==> config.mk <==
export PLATFORM = sky130hd
export DESIGN_NAME = mac_job_arbiter
export DESIGN_NICKNAME = d
export VERILOG_FILES = /design/src/rtl/mac_job_arbiter.sv
export SDC_FILE = /design/constraint.sdc
export NUM_CORES = 1
export LEC_CHECK = 0
export ABC_AREA = 1
export BUFFER_PORTS_ARGS = -buffer_cell sky130_fd_sc_hd__buf_4
export CAP_MARGIN = 25
export CORE_AREA = 2 2 133 135
export DETAILED_ROUTE_END_ITERATION = 7
export DIE_AREA = 0 0 135 137
export HOLD_SLACK_MARGIN = 0.05
export MAX_ROUTING_LAYER = met4
export PLACE_DENSITY = 0.55
export SYNTH_ARGS = -nofsm -noshare
export SYNTH_HDL_FRONTEND = slang
export SYNTH_SLANG_ARGS = --single-unit
==> constraint.sdc <==
create_clock -name clock -period 3.25 [get_ports clock]
set_clock_uncertainty 0.15 [all_clocks]
set_input_delay 0.325 -clock clock [delete_from_list [all_inputs] [get_ports clock]]
set_output_delay 0.325 -clock clock [all_outputs]
set_load 0.01 [all_outputs]
==> src/rtl/mac_job_arbiter.sv <==
// Round-robin arbiter that sequences one requester's job at a time onto a shared
// 4x4 MAC controller: load A rows, load B rows, gap, start, wait for done, respond.
module mac_job_arbiter #(
  parameter int NREQ    = 4,
  parameter int N       = 4,
  parameter int W       = 8,
  parameter int TIMEOUT = 64
) (
  input  logic                   clock,
  input  logic                   reset_n,
  input  logic [NREQ-1:0]        req,
  input  logic [NREQ*N*W-1:0]    a_row,
  input  logic [NREQ*N*W-1:0]    b_row,
  output logic [NREQ-1:0]        grant,
  output logic [$clog2(N)-1:0]   row_idx,
  output logic                   mac_load_A,
  output logic                   mac_load_B,
  output logic                   mac_start,
  output logic [N*W-1:0]         mac_a_row,
  output logic [N*W-1:0]         mac_b_row,
  input  logic                   mac_done,
  output logic [NREQ-1:0]        resp_valid,
  output logic                   resp_err,
  input  logic                   resp_ready
);
  localparam int PW = $clog2(NREQ);
  localparam int RW = $clog2(N);
  localparam int TW = $clog2(TIMEOUT+1);
  localparam int NW = N*W;

  typedef enum logic [2:0] {IDLE, LOAD_A, LOAD_B, GAP, START, WAIT, RESP} state_t;

  state_t          r_state, w_next;
  logic [NREQ-1:0] r_grant;
  logic [PW-1:0]   r_rr_ptr;
  logic [RW-1:0]   r_row_idx;
  logic [TW-1:0]   r_tmo_cnt;
  logic            r_resp_err;
  logic            w_found;
  logic [PW-1:0]   w_win, w_scan;
  logic [NW-1:0]   w_a, w_b;
  logic            w_last_row, w_tmo_hit;

  assign w_last_row = (r_row_idx == RW'(N-1));
  assign w_tmo_hit  = (r_tmo_cnt == TW'(TIMEOUT-1));

  // First set request after the previous winner, wrapping around.
  always_comb begin
    w_found = 1'b0;
    w_win   = '0;
    w_scan  = '0;
    for (int i = 1; i <= NREQ; i++) begin
      w_scan = PW'((int'(r_rr_ptr) + i) % NREQ);
      if (!w_found && req[w_scan]) begin
        w_found = 1'b1;
        w_win   = w_scan;
      end
    end
  end

  always_ff @(posedge clock or negedge reset_n) begin
    if (!reset_n) r_state <= IDLE;
    else          r_state <= w_next;
  end

  always_comb begin
    w_next     = r_state;
    mac_load_A = 1'b0;
    mac_load_B = 1'b0;
    mac_start  = 1'b0;
    resp_valid = '0;
    case (r_state)
      IDLE:   if (w_found) w_next = LOAD_A;
      LOAD_A: begin
        mac_load_A = 1'b1;
        if (w_last_row) w_next = LOAD_B;
      end
      LOAD_B: begin
        mac_load_B = 1'b1;
        if (w_last_row) w_next = GAP;
      end
      GAP:    w_next = START;
      START:  begin
        mac_start = 1'b1;
        w_next    = WAIT;
      end
      WAIT:   if (mac_done || w_tmo_hit) w_next = RESP;
      RESP:   begin
        resp_valid = r_grant;
        if (resp_ready) w_next = IDLE;
      end
      default: w_next = IDLE;
    endcase
  end

  always_ff @(posedge clock or negedge reset_n) begin
    if (!reset_n) begin
      r_grant    <= '0;
      r_rr_ptr   <= PW'(NREQ-1);
      r_row_idx  <= '0;
      r_tmo_cnt  <= '0;
      r_resp_err <= 1'b0;
    end else begin
      case (r_state)
        IDLE: if (w_found) begin
          r_grant   <= NREQ'(1) << w_win;
          r_rr_ptr  <= w_win;
          r_row_idx <= '0;
        end
        LOAD_A, LOAD_B: r_row_idx <= w_last_row ? '0 : r_row_idx + 1'b1;
        START: r_tmo_cnt <= '0;
        // done wins over the timeout when both land in the same cycle
        WAIT: begin
          if (mac_done)       r_resp_err <= 1'b0;
          else if (w_tmo_hit) r_resp_err <= 1'b1;
          else                r_tmo_cnt  <= r_tmo_cnt + 1'b1;
        end
        RESP: if (resp_ready) begin
          r_grant    <= '0;
          r_resp_err <= 1'b0;
        end
        default: ;
      endcase
    end
  end

  // AND-OR mux keyed on the one-hot grant; zero when idle.
  always_comb begin
    w_a = '0;
    w_b = '0;
    for (int r = 0; r < NREQ; r++) begin
      if (r_grant[r]) begin
        w_a = w_a | a_row[r*NW +: NW];
        w_b = w_b | b_row[r*NW +: NW];
      end
    end
  end

  assign grant     = r_grant;
  assign row_idx   = r_row_idx;
  assign resp_err  = r_resp_err;
  assign mac_a_row = w_a;
  assign mac_b_row = w_b;

  a_grant_oh: assert property (@(posedge clock) disable iff (!reset_n) $onehot0(r_grant));
  a_resp_oh:  assert property (@(posedge clock) disable iff (!reset_n) $onehot0(resp_valid));
  a_resp_own: assert property (@(posedge clock) disable iff (!reset_n)
                               (resp_valid != '0) |-> (r_grant == resp_valid));
  a_ctl_oh:   assert property (@(posedge clock) disable iff (!reset_n)
                               $onehot0({mac_load_A, mac_load_B, mac_start}));
endmodule

Yosys cells after proc, flatten, opt, wreduce, memory -nomap -nowiden
Cells that the tools add are included.

cells by class
  add/sub/neg operators = 6
  order comparisons = 4
  eq/ne operators = 16
  shifts and indexed selects = 1
  multiplexer cells = 47
  bitwise logic cells = 6
  reductions and logical operators = 19

operators with widths
  cell                                                 count
  two-way mux 32 bit                                   8
  bitwise OR 32 bit                                    6
  one-hot mux 3 bit (7 select lines)                   1
  two-way mux 3 bit                                    5
  two-way mux 1 bit                                    14
  two-way mux 7 bit                                    2
  inequality test 2 bit, second input constant         7
  one-hot mux 7 bit (2 select lines)                   1
  < comparator 2 x 3 -> 1 bit, second input constant   4
  two-way mux 2 bit                                    6
  two-way mux 4 bit                                    3
  equality test 3 bit, second input constant           3
  AND reduction 3 bit                                  3
  binary-select mux 1 bit (select 2 bit)               4
  one-hot mux 4 bit (2 select lines)                   1
  nonzero test 2 bit                                   4
  adder 7 x 1 -> 7 bit, second input constant          1
  equality test 7 x 6 -> 1 bit, second input constant  1
  adder 2 x 1 -> 2 bit, second input constant          3
  equality test 3 x 2 -> 1 bit, second input constant  2
  AND reduction 5 bit                                  1
  adder 2 bit, second input constant                   2
  one-hot mux 2 bit (2 select lines)                   1
  AND reduction 2 bit                                  2
  10 further kinds                                     14

storage, ports and cells
  flip-flop bits (word level) = 19
  output and inout bits = 78
  logic and storage cells = 105

Logic depth before layout (Yosys ltp)
Gate-level depths: netlist of run 1.

  word-level depth = 16
  mapped depth = 13
  mapped depth without buffers = 12

Worst setup path before layout of run 1
No wires, ideal clock.

  path type = reg2reg
  start = reg r_rr_ptr[0]
  end = reg r_state[2]
  library setup time = 124 ps
  arrival = 1415 ps
  required time = 2976 ps
  slack = 1561 ps
  cell stages (with the launch flop) = 9
  cells stage by stage = dfstp_2 -> buf_6 -> inv_6 -> nand2_2 -> nand2_2 -> o21ai_0 -> nand4_1 -> nand2_1 -> o21bai_1

between the ends
  cells in the longest elaborated chain, start to end = 15
  elaborated cells on any way between the ends = 24
  classes of those cells = add/sub: 4; eq/ne: 1; mux: 12; reduce/logical: 7

RTL lines
  what                                     RTL line  text
  from (decl)                              35        logic [PW-1:0] r_rr_ptr;
  from (signal assigned)                   99        r_rr_ptr <= PW'(NREQ-1);
  from (signal assigned)                   107       r_rr_ptr <= w_win;
  adder 2 x 1 -> 2 bit                     53        w_scan = PW'((int'(r_rr_ptr) + i) % NREQ);
  binary-select mux 1 bit (select 2 bit)   54        if (!w_found && req[w_scan]) begin
  two-way mux 1 bit (implied by the code)  54
  two-way mux 1 bit                        54
  logical NOT 1 bit                        54
  logical AND 1 bit                        54
  two-way mux 1 bit                        54
  logical NOT 1 bit                        54
  logical AND 1 bit                        54
  two-way mux 1 bit                        54
  logical NOT 1 bit                        54
  logical AND 1 bit                        54
  two-way mux 1 bit *                      54
  inequality test 2 bit (no line) *        --
  AND reduction 5 bit (no line) *          --
  to (signal assigned)                     63        else r_state <= w_next;
  to (decl)                                33        state_t r_state, w_next;

Mark *: on every way between the ends. The rest lies on a longest branch, timed or not. The select of a mux whose other input is x is not followed.
A chain may end at the register's enable or synchronous reset.

Final worst setup path of run 1
  start = reg r_grant[1] (netlist: grant[1])
  end = out mac_a_row[0]

between the ends
  cells in the longest elaborated chain, start to end = 5

RTL lines
  what                    RTL line  text
  from (decl)             34        logic [NREQ-1:0] r_grant;
  from (signal assigned)  106       r_grant <= NREQ'(1) << w_win;
  two-way mux 32 bit *    132       if (r_grant[r]) begin
  bitwise OR 32 bit       133       w_a = w_a | a_row[r*NW +: NW];
  two-way mux 32 bit *    132
  bitwise OR 32 bit       133
  two-way mux 32 bit *    132
  to (decl)               19        output logic [N*W-1:0] mac_a_row,

Mark *: on every way between the ends. The rest lies on a longest branch, timed or not.

==> metrics, run 1 <==
remaining antenna violation count 0; Buffers & Inverters on Critical Path 2; clock power share 0.072; RSZ-0062 raised after global routing false; Pwr per Cell Area 620 nW/µm²; global placement routability congestion 0.826; Reg power frac 0.165; Setup TNS 0 ns; Ports 342; outcome finished, final reports clean; Detailed Route WL 16,400 µm; maximum clock rate 456 MHz; Worst EP required 2.77 ns; Clk Latency, worst-skew pair 0.25 ns; number of synthesized register bits 19; GRT Residual Overflow 0; vias in the first global route 4,458; Die Area 18,500 µm²; CTS root buf clkbuf_16; Leak 2.97 nW; CP endpoint kind output port; antenna cells 0; vias per cell 4.34; part of the power in combinational logic 0.764; initial antenna violation count 0; largest net degree at the start of global routing 44; CP peak stage delay 0.82 ns; share of cells above drive strength 1 0.432; Cell variety after synth 28; Syn Nets 813; CTS resizes 0; final period utilization 0.675; final setup fails 0; EDFF count, synth 0; row count 48; first-pass GRT wire length 23,700 µm; Post-Syn Instances 547; Num CTS Buffers 3; Avg WL per Cell 15.0 µm; Synth area leader nand2_1; drc violations 0; area grow syn2layout 104%; P_sw 0.00179 W; Hold Violations, Final 0; P_int 0.00173 W; synthesized cell area 2790 µm²; Post-synth ARST share 1.00; total number of vias 4,744; first drt pass iteration count 5; nets@finish 1,135; maximum VDD drop 0.333 mV; port bufs 341; critical path's slowest cell dfrtp_2; Net Sw Frac 0.508; Post-Syn Area per Cell 5.10 µm²; Core ar. 17,100 µm²; CP top delay family flip-flops; All-Layer GR Usage 0.164; crit path cell chain buf_12, nand2_1, nand4_1, buf_4; critical path data arrival time 1.72 ns; Max-slew headroom 0.527; Synth area leaders nand2_1, nand4_1, dfrtp_1, inv_1, nand3_1; list of most frequent post-synthesis cells nand2_1, nand4_1, inv_1, clkbuf_1, nand3_1; Max Slew Vio Count 0; Worst Hold Class in -> reg; Max Cap Viol 0; H-tree depth 1; Starting Density 0.164; post-synthesis sequential area ratio 0.171; Die Width 135 µm; post-route minimum period 2.19 ns; Detail Placement HPWL 13,300 µm; CP startpoint kind flop; Sink Count 19; top_reg_cell synth dfrtp_1; number of DRC markers in iteration 0 244; Tightest Pin Transition 0.709 ns; Worst Path Max Fanout 35; most numerous cell in the Yosys netlist nand2_1; Synthesis Warnings 0; CTS tree yes; Crit Path Category reg -> out; Reg clk slew, reported paths 0.06 ns; share of the synthesized area in the top cell type 0.436; Die H 137 µm; pre-CTS setup slack 1.31 ns; clock tree buffer depth 2; final worst slack 1.06 ns
## layout by cell type, fill, tap and decap left out, drive strengths merged, types with 3 or more instances in the layout
cell type,synthesis,layout
nand3,20,20
nand2,333,333
nand4,69,69
clkbuf,20,4
buf,9,345
o21ai,11,11
a21oi,3,3
nor2,19,19
dfrtp,17,17
inv,32,32
nor3,4,4
## layer usage
metal  wire [µm]  global-route usage
met5           0                   -
met4         301              0.0353
met3        1310              0.0219
met2        7750               0.270
met1        7050               0.215
## worst reg2reg max path: stages, from the launching register on
cell,delay [ns]
dfstp_2,0.66
inv_6,0.08
nand2_2,0.08
nand2_2,0.06
o21ai_0,0.27
nand4_1,0.26
nand3_2,0.17
nand2_1,0.07
o21ai_1,0.07
## final timing paths
path / end / depth (start not counted) / start / slack, ns
setup / recovery: mac_a_row[0] / 4 / grant[1] / 1.06
hold / removal: r_tmo_cnt[1] / 4 / mac_done / 0.27
setup reg to reg: grant[0] / 8 / r_rr_ptr[0] / 1.31
hold reg to reg: row_idx[1] / 2 / row_idx[1] / 0.36
max in group asynchronous: r_rr_ptr[0] / 2 / reset_n / 2.33
min in group asynchronous: r_tmo_cnt[6] / 2 / reset_n / 0.34
## cell families after synthesis
group                      Yosys count  synth area share
AOI/OAI and AO/OA                   19            0.0386
xor gates and xnor gates             1           0.00314
adders and majority gates            2           0.00897
buffers and inverters               61            0.0884
DFF                                 19             0.171
and+or+nand+nor                    445             0.690
## sequential cells by signal, indices dropped and copies added, names as in the netlist
name and flops:
resp_err 1, r_rr_ptr 2, row_idx 2, r_tmo_cnt 7, r_state 3, grant 4
## through the flow
| stage | hold slack, ns | utilization | instances | area [µm²] | total power [W] |
|---|---|---|---|---|---|
| after detailed placement | 0.0718 | 0.328 | 1088 | 5590 | 0.00329 |
| after CTS | 0.261 | 0.333 | 1093 | 5680 | 0.00356 |
| after global placement | 0.0733 | 0.328 | 1088 | 5590 | 0.00330 |
| after floorplan | -0.121 | - | 547 | 2790 | 0.00192 |
| final | 0.269 | 0.333 | 1093 | 5680 | 0.00352 |
| after global routing | 0.325 | 0.333 | 1093 | 5680 | 0.00384 |
## power by group through the flow
stage	Clock (W)	Sequential, W	Combinational [W]
2_1_floorplan	0	0.000421	0.00150
3_3_place_gp	0	0.000592	0.00271
3_5_place_dp	0	0.000586	0.00270
4_1_cts	0.000259	0.000583	0.00271
5_1_grt	0.000266	0.000611	0.00297
6_report	0.000253	0.000580	0.00269
## final cells by class
class                      count  area, µm²
fill                        1948      11400
timing repair buffer         346       2650
multi-input combinational    467       2060
sequential                    19        483
tap                          225        282
inverter                      32        125
clock buffer                   4       78.8
## what timing repair did
item	in CTS	in global routing
hold buffers	1	0
buffers inserted	0	0
endpoints found under the hold margin	17	0
No activity file was read; power rests on OpenSTA's default activity.
==> run 2, diff against run 1 <==
ABC_AREA = 0   (was 1)
CORE_AREA = 2 2 131 133   (was 2 2 133 135)
DIE_AREA = 0 0 133 135   (was 0 0 135 137)
clock period = 1.9 ns   (was 3.25 ns; I/O delays follow)
==> metrics, run 2 <==
nets@finish 941 (was 1,135); pre-CTS setup slack 0.133 ns (was 1.31 ns); Core ar. 16,400 µm² (was 17,100 µm²); commonest cells after routing, fill and taps aside buf_4, a22oi_1, nand2_1 (was buf_4, nand2_1, nand4_1); CTS tree yes (unchanged); maximum VDD drop 0.594 mV (was 0.333 mV); number of synthesized register bits 19 (unchanged); Hold Crit Start resp_ready (was mac_done); share of the synthesized area in the top cell type 0.402 (was 0.436); top_reg_cell synth dfrtp_1 (unchanged); share of cells above drive strength 1 0.573 (was 0.432); critical path data arrival time 1.46 ns (was 1.72 ns); Crit Path Category reg -> out (unchanged); Hold Violations, Final 0 (unchanged); vias in the first global route 4,047 (was 4,458); total number of vias 4,060 (was 4,744); Reg power frac 0.105 (was 0.165); fin util 0.330 (was 0.333); Critical R2R Capture r_tmo_cnt[3] (was grant[0]); All-Layer GR Usage 0.181 (was 0.164); Num CTS Buffers 3 (unchanged); clock tree buffer depth 2 (unchanged); drc violations 0 (unchanged); P_sw 0.00336 W (was 0.00179 W); Max Cap Viol 0 (unchanged); final worst slack 0.0977 ns (was 1.06 ns); Clk Latency, worst-skew pair 0.25 ns (about the same); row count 47 (was 48); first-pass GRT wire length 24,300 µm (was 23,700 µm); part of the power in combinational logic 0.831 (was 0.764); CP endpoint kind output port (unchanged); antenna cells 0 (unchanged); Max-slew headroom 0.645 (was 0.527); port bufs 341 (unchanged); flop2flop setup slack 0.16 ns (was 1.31 ns); CTS root buf clkbuf_16 (unchanged); post-synthesis sequential area ratio 0.200 (was 0.171); synthesized cell area 2390 µm² (was 2790 µm²); Die Area 18,000 µm² (was 18,500 µm²); GRT Residual Overflow 0 (unchanged); Worst Hold Class in -> reg (unchanged); Post-Syn Area per Cell 7.10 µm² (was 5.10 µm²); Biggest register r_tmo_cnt (unchanged); Detail Placement HPWL 14,000 µm (was 13,300 µm); maximum clock rate 555 MHz; Worst Path Max Fanout 10 (was 35); Die H 135 µm (was 137 µm); Die Width 133 µm (was 135 µm); area grow syn2layout 127% (was 104%); Reg clk slew, reported paths 0.06 ns (about the same); Sink Count 19 (unchanged); final setup fails 0 (unchanged); Layout Cells excl Fill 894 (was 1,093); Hold Path Stages 2 (was 4); clock power share 0.064 (was 0.072); global placement routability congestion 0.831 (was 0.826); initial antenna violation count 0 (unchanged); Net Sw Frac 0.485 (was 0.508); Post-synth ARST share 1.00 (unchanged); Avg WL per Cell 19.1 µm (was 15.0 µm); largest net degree at the start of global routing 34 (was 44); P_int 0.00356 W (was 0.00173 W); outcome finished, final reports clean (unchanged); Max Slew Vio Count 0 (unchanged); Syn Nets 603 (was 813); max FFs per register 7 (unchanged); EDFF count, synth 0 (unchanged); Synthesis Warnings 0 (unchanged); Synth area leaders a22oi_1, dfrtp_1, nand2_1, o21ai_0, clkbuf_1 (was nand2_1, nand4_1, dfrtp_1, inv_1, nand3_1); Leak 2.82 nW (was 2.97 nW); RSZ-0062 raised after global routing false (unchanged); Hold EP r_state[1] (was r_tmo_cnt[1]); Ports 342 (unchanged); Cell variety after synth 40 (was 28); Tightest Pin Transition 0.528 ns (was 0.709 ns); CP startpoint kind flop (unchanged); Starting Density 0.146 (was 0.164); final period utilization 0.949; Setup TNS 0 ns (unchanged); Worst EP required 1.56 ns (was 2.77 ns); Detailed Route WL 17,100 µm (was 16,400 µm); list of most frequent post-synthesis cells a22oi_1, nand2_1, clkbuf_1, dfrtp_1 (was nand2_1, nand4_1, inv_1, clkbuf_1, nand3_1); Synth area leader a22oi_1 (was nand2_1); most numerous cell in the Yosys netlist a22oi_1 (was nand2_1); remaining antenna violation count 0 (unchanged); post-route minimum period 1.80 ns; Worst R2R Start r_tmo_cnt[0] (was r_rr_ptr[0]); Pwr per Cell Area 1280 nW/µm² (was 620 nW/µm²); H-tree depth 1 (unchanged); number of DRC markers in iteration 0 193 (was 244); Post-Syn Instances 337 (was 547); vias per cell 4.54 (was 4.34); reg2reg path depth 6 (was 8); first drt pass iteration count 4 (was 5); Cell Count Post-Placement 886 (was 1,088); commonest non-fill, non-tap cell in the layout buf_4 (unchanged)
==> run 2: changes by cell type in the layout (fill, tap and decap cells not counted), moves of 6 or more <==
cell,delta
buf_4,+21
nand2_2,-9
nand4_1,-67
a22oi_1,+126
nor2_1,-11
nand2b_1,+6
nand3_1,-17
inv_1,-24
nand2_1,-248
==> run 2: power groups by stage <==
stage                     registers (W)  logic, W  clock network (W)
after floorplan                0.000691   0.00262                  0
after global placement         0.000788   0.00570                  0
after detailed placement       0.000788   0.00570                  0
after CTS                      0.000754   0.00579           0.000456
after global routing           0.000765   0.00633           0.000478
final                          0.000729   0.00574           0.000442
==> run 2: critical path, cell delays in order, from the launching register on <==
cell and delay [ns]:
dfrtp_2 0.43, buf_4 0.19, a22oi_2 0.21, buf_4 0.14
nand2_1 0.07, buf_4 0.17
==> run 2: layer usage <==
metal	vias up	GRT usage	wire length [µm]
li1	1991	-	-
met1	1862	0.220	6800
met2	194	0.270	7690
met3	13	0.102	2490
met4	0	0.0209	124
met5	-	-	0
==> run 2: cell families (layout without fill, tap and decap cells) <==
logic type / after synthesis / in the layout / share of synthesized area
mux: 4 / 4 / 0.0178
simple gates: 115 / 115 / 0.220
flops: 19 / 19 / 0.200
buf+inv: 35 / 372 / 0.0591
compound gates: 162 / 162 / 0.493
fa+ha+maj: 2 / 2 / 0.0105
==> run 2: what timing repair did <==
item / in CTS / in global routing
setup buffers: 2 / 1
setup endpoints to repair: 13 / 7
hold buffers: 1 / 0
endpoints found under the hold margin: 19 / 0
gates resized for setup: 1 / 4
pin swaps: 0 / 1
==> run 2: metrics by stage <==
stage / cell area (µm²) / power, W / hold WS [ns]
finish: 5420 / 0.00692 / 0.0612
global route: 5420 / 0.00757 / 0.0853
CTS: 5400 / 0.00700 / 0.0585
detailed placement: 5290 / 0.00649 / -0.0623
global placement: 5290 / 0.00649 / -0.0673
floorplan: 2390 / 0.00331 / -0.256
==> run 2: worst max-delay path by stage <==
stage,slack (ns),cells past startpoint,start,endpoint
floorplan,0.15,6,r_state[1],r_tmo_cnt[4]
global placement,0.18,5,grant[0],mac_b_row[0]
detailed placement,0.13,6,r_tmo_cnt[0],r_tmo_cnt[2]
CTS,0.0009,4,grant[2],mac_b_row[17]
global route,0.007,4,grant[1],mac_b_row[26]
finish,0.1,5,grant[0],mac_b_row[0]
==> run 2: cell type report <==
cell class	count	area [µm²]
multi-input combinational	283	1790
tap	220	275
sequential	19	484
fill	1789	11000
inverter	2	7.51
clock buffer	4	78.8
timing repair buffer	366	2790
